`config.mk`:
```
export PLATFORM = sky130hd
export DESIGN_NAME = vect_serializer
export DESIGN_NICKNAME = d
export VERILOG_FILES = /design/src/rtl/vect_serializer.sv
export SDC_FILE = /design/constraint.sdc
export NUM_CORES = 1
export LEC_CHECK = 0
export CORE_MARGIN = 1.5
export CORE_UTILIZATION = 30
export CTS_BUF_LIST = sky130_fd_sc_hd__clkbuf_8
export DETAILED_ROUTE_END_ITERATION = 12
export HOLD_SLACK_MARGIN = 0.1
export PLACE_DENSITY = 0.51
export SYNTH_ARGS = -nofsm -noshare
export SYNTH_HDL_FRONTEND = slang
export SYNTH_SLANG_ARGS = --single-unit
```
`constraint.sdc`:
```
create_clock -name clk -period 2.13 [get_ports clk]
set_input_delay 0.213 -clock clk [delete_from_list [all_inputs] [get_ports clk]]
set_output_delay 0.213 -clock clk [all_outputs]
set_load 0.02 [all_outputs]
```
`src/rtl/vect_serializer.sv`:
```
// Parallel-to-serial converter: accepts an N-bit word and emits it MSB first,
// one bit per cycle, with registered ser_out/ser_valid/ser_last.
// Optional feature: define VECT_SERIALIZER_PARITY_EN to append an even-parity
// bit after bit 0. With it, the frame is N+1 cycles and ser_last marks the parity bit.
module vect_serializer #(
    parameter int N = 8
) (
    input  logic         clk,
    input  logic         rst_n,
    input  logic [N-1:0] in_data,
    input  logic         in_valid,
    output logic         in_ready,
    output logic         ser_out,
    output logic         ser_valid,
    output logic         ser_last,
    output logic         busy
);

    // Reject unsupported widths at elaboration time
    generate
        if (N < 1 || N > 8) begin : g_bad_n
            $error("Parameter N has an invalid value of %0d", N);
        end
    endgenerate

`ifdef VECT_SERIALIZER_PARITY_EN
    typedef enum logic [1:0] {StIdle, StShift, StParity} state_e;
    localparam logic LastOnData = 1'b0;
`else
    typedef enum logic [0:0] {StIdle, StShift} state_e;
    localparam logic LastOnData = 1'b1;
`endif

    state_e       state_q, state_d;
    logic [N-1:0] sh_q, sh_d;
    logic [3:0]   cnt_q, cnt_d;
    logic         out_q, out_d;
    logic         valid_q, valid_d;
    logic         last_q, last_d;
    logic         accept;
`ifdef VECT_SERIALIZER_PARITY_EN
    logic         par_q, par_d;
`endif

    // Streaming window: idle, or the final bit of the frame is on the wire
    assign in_ready  = (state_q == StIdle) || last_q;
    assign accept    = in_valid && in_ready;
    assign busy      = (state_q != StIdle);
    assign ser_out   = out_q;
    assign ser_valid = valid_q;
    assign ser_last  = last_q;

    // Next-state and next-output logic; outputs default to idle values
    always_comb begin
        state_d = state_q;
        sh_d    = sh_q;
        cnt_d   = cnt_q;
        out_d   = 1'b0;
        valid_d = 1'b0;
        last_d  = 1'b0;
`ifdef VECT_SERIALIZER_PARITY_EN
        par_d   = par_q;
`endif
        if (accept) begin
            // MSB goes straight to the output register; cnt counts bits still to come
            state_d = StShift;
            sh_d    = in_data;
            cnt_d   = 4'(N - 1);
            out_d   = in_data[N-1];
            valid_d = 1'b1;
            last_d  = LastOnData && (N == 1);
`ifdef VECT_SERIALIZER_PARITY_EN
            par_d   = ^in_data;
`endif
        end else begin
            case (state_q)
                StShift: begin
                    if (cnt_q != 4'd0) begin
                        sh_d    = sh_q << 1;
                        cnt_d   = cnt_q - 4'd1;
                        out_d   = sh_d[N-1];
                        valid_d = 1'b1;
                        last_d  = LastOnData && (cnt_q == 4'd1);
                    end else begin
`ifdef VECT_SERIALIZER_PARITY_EN
                        state_d = StParity;
                        out_d   = par_q;
                        valid_d = 1'b1;
                        last_d  = 1'b1;
`else
                        state_d = StIdle;
`endif
                    end
                end
`ifdef VECT_SERIALIZER_PARITY_EN
                StParity: state_d = StIdle;
`endif
                default: state_d = StIdle;
            endcase
        end
    end

    // State and registered outputs; reset aborts any frame in progress
    always_ff @(posedge clk or negedge rst_n) begin
        if (!rst_n) begin
            state_q <= StIdle;
            sh_q    <= '0;
            cnt_q   <= '0;
            out_q   <= 1'b0;
            valid_q <= 1'b0;
            last_q  <= 1'b0;
`ifdef VECT_SERIALIZER_PARITY_EN
            par_q   <= 1'b0;
`endif
        end else begin
            state_q <= state_d;
            sh_q    <= sh_d;
            cnt_q   <= cnt_d;
            out_q   <= out_d;
            valid_q <= valid_d;
            last_q  <= last_d;
`ifdef VECT_SERIALIZER_PARITY_EN
            par_q   <= par_d;
`endif
        end
    end

endmodule

```
==> run_results.csv, run 1 <==
group,metric,value,unit
critical_path,path_max_fanout,15,
timing,hold_violations,0,
clock_network,cts_buffer_depth,2,
floorplanning,row_count,17,
clock_network,post_cts.repair.setup_buffers,0,
critical_path,required,1.92,ns
synthesis,ys_warn_count,0,
synthesis,synth-seq-cells,14,
grt,grt_overflow,0,
power,ir_worst_vdd,0.569,mV
critical_path,crit_path_max_incr_delay,0.62,ns
cells_and_area,drive_gt1_share,10.5,%
drt,postRouteAntennaNets,0,
synthesis,synth_area,707,um^2
cells_and_area,layout.nets,100,
timing,max_freq,0.548,GHz
critical_path,crit_slowest_cell,"clkdlybuf4s50_1",
clock_network,cts_root_buffer,"clkbuf_8",
synthesis,yosysUniqueCellTypes,24,
critical_path,critPathKind,"flop to output pin",
clock_network,cts_resized,0,
run_status,status,"finished, final reports clean",
critical_path,start_kind,"flop",
timing,maxSlewHeadroom,56.1,%
drt,drt_first_pass_iters,4,
clock_network,numCtsBuffers,3,
synthesis,synth_area_leaders,"dfrtp_1 50%, o21ai_0 9.2%, a2bb2oi_1 7.4%",
cells_and_area,fillers,224,
floorplanning,fp.coreArea,2210,um^2
drt,drt_iter0_drc,9,
synthesis,syn_area_per_cell,9.96,um^2
grt,grt_max_degree,16,
floorplanning,ios,16,
clock_network,cts_htree_levels,1,
synthesis,synth_top_area_share,49.6,%
clock_network,insertion_delay,0.25,ns
flow_run,cap_violations,0,
clock_network,cts_tree,"yes",
grt,antenna_found_initial,0,
clock_network,holdBufCountCts,0,
synthesis,yosys.area.top_type,"dfrtp_1",
drt,routed-via-count,605,
floorplanning,die_h,51.5,um
drt,wl_per_cell,14.0,um
critical_path,arrival,1.61,ns
grt,grt_pass1_wl,2670,um
timing,grt_setup_unrepaired,"no",
synthesis,synthesis.instances,71,
placed_design,hpwl,1050,um
timing,setup_viol_count_final,0,
critical_path,worst_setup_path_end_kind,"output pin",
critical_path,path_cells,"nand2b_1 -> clkdlybuf4s50_1",
timing,skew,0.00110,ns
timing,finalCritPeriodShare,85.7,%
drt,drt-total-wl,1600,um
clock_network,clk_pin_slew,0.06,ns
cells_and_area,final_util,42.3,%
power,cellPowerDensity,1420,nW/um^2
drt,drc,0,
floorplanning,initial_utilization,32.0,%
floorplanning,dieArea,2660,um^2
timing,fin_crit,1.83,ns
timing,worst_pin_slew,0.656,ns
timing,drv_slew,0,
synthesis,yosysSeqAreaShare,49.6,%
placed_design,io_buffers,15,
timing,setup_tns,0,ns
cells_and_area,area_growth,32.2,%
clock_network,clock-sinks,14,
power,leakage,0.000391,uW
grt,grtUsageTotal,13.5,%
synthesis,synth.net_count,84,
cells_and_area,diodes,0,
drt,viasPerCell,5.31,
placed_design,place_congestion,0.728,
floorplanning,die_width,51.5,um
grt,grt_pass1_vias,542,
min_path,hp-class,"primary input to async pin",
==> metal layers <==
layer  GRT usage [%]  vias up  share of wire, %
met4            5.26        0              0.63
met5               0        -                 0
met3            2.87        2               4.5
li1                -      297                 -
met2            17.3       15                42
met1            21.5      291                53
==> sequential cells by signal (all words and copies together), names as in the netlist <==
register   count
ser_valid      1
ser_out        1
ser_last       1
cnt_q          4
sh_q           7
==> kinds of logic after synthesis <==
family,after synthesis,synth area share (%)
AOI/OAI and AO/OA,29,27.4
adders and majority gates,2,3.54
buffers and inverters,9,5.49
DFF,14,49.6
and+or+nand+nor,17,14.0
==> area by class of cell <==
class	count	area, um^2	area share [%]
inverter	3	11.3	1.20
sequential	14	350	37.5
tap	28	35.0	3.75
multi-input combinational	48	318	34.0
clock buffer	4	55.1	5.89
timing repair buffer	17	165	17.7
==> per-stage QoR <==
step | instance area [um^2] | cells | setup WS [ns] | hold slack [ns] | total power, uW
final | 935 | 114 | 0.304 | 0.368 | 1330
after detailed placement | 880 | 110 | 0.413 | 0.537 | 1060
after CTS | 935 | 114 | 0.300 | 0.391 | 1330
after global placement | 880 | 110 | 0.451 | 0.532 | 1070
after global routing | 935 | 114 | 0.216 | 0.424 | 1430
after floorplan | 707 | 71 | 0.542 | -0.0826 | 862
==> worst max-delay path, delay by kind of cell, from the launching register on <==
kind | cells | cell delay [ns]
buffers and inverters | 1 | 0.62
and+or+nand+nor | 1 | 0.19
DFF | 1 | 0.56
==> worst paths after layout <==
| path | from | to | cells past startpoint | slack (ns) |
|---|---|---|---|---|
| max in group asynchronous | rst_n | cnt_q[3]$_DFFE_PN0P_ | 1 | 1.34 |
| min in group clk | in_data[2] | sh_q[2]$_DFFE_PN0P_ | 2 | 0.54 |
| setup / recovery | ser_valid$_DFF_PN0_ | in_ready | 2 | 0.30 |
| setup reg to reg | cnt_q[0]$_DFFE_PN0P_ | sh_q[1]$_DFFE_PN0P_ | 5 | 0.42 |
| hold / removal | rst_n | sh_q[6]$_DFFE_PN0P_ | 1 | 0.37 |
| hold reg to reg | sh_q[2]$_DFFE_PN0P_ | sh_q[2]$_DFFE_PN0P_ | 2 | 0.54 |
==> cells in the final DEF (no fill, tap or decap), drive strengths merged, types with 2 or more instances in the layout <==
cell           count
a21oi              2
a2bb2oi            6
a32oi              6
buf                2
clkbuf             4
clkdlybuf4s50     15
dfrtp             14
ha                 2
inv                3
nand2              4
nand3              3
nor3               2
o21ai             13
==> cell usage after synthesis <==
master,n
a2bb2oi_1,6
and3_2,1
a31oi_1,1
or3_1,1
buf_2,1
dfrtp_1,14
a21oi_1,2
nor3b_2,1
nor2_1,1
or3b_2,1
nand2b_1,1
buf_1,1
nor3_1,2
a32oi_1,6
ha_1,2
o211ai_1,1
and2_1,1
inv_1,3
nand2_1,4
buf_4,1
or4_1,1
clkbuf_1,3
o21ai_0,13
nand3_1,3
==> where the power goes <==
group / switching (uW) / total [uW] / internal [uW]
logic: 301 / 575 / 275
registers: 101 / 485 / 385
clock network: 103 / 267 / 164
total: 504 / 1330 / 823
(Power assumes the default switching activity.)
==> run 2, diff against run 1 <==
--- a/config.mk
+++ b/config.mk
@@ -8,9 +8,11 @@
 export CORE_MARGIN = 1.5
 export CORE_UTILIZATION = 30
 export CTS_BUF_LIST = sky130_fd_sc_hd__clkbuf_8
+export CTS_CLUSTER_SIZE = 40
 export DETAILED_ROUTE_END_ITERATION = 12
 export HOLD_SLACK_MARGIN = 0.1
 export PLACE_DENSITY = 0.51
+export SKIP_CTS_REPAIR_TIMING = 1
 export SYNTH_ARGS = -nofsm -noshare
 export SYNTH_HDL_FRONTEND = slang
 export SYNTH_SLANG_ARGS = --single-unit
==> results of run 2 <==
Same layout as run 1: the final DEF is identical, and so are final timing and power.
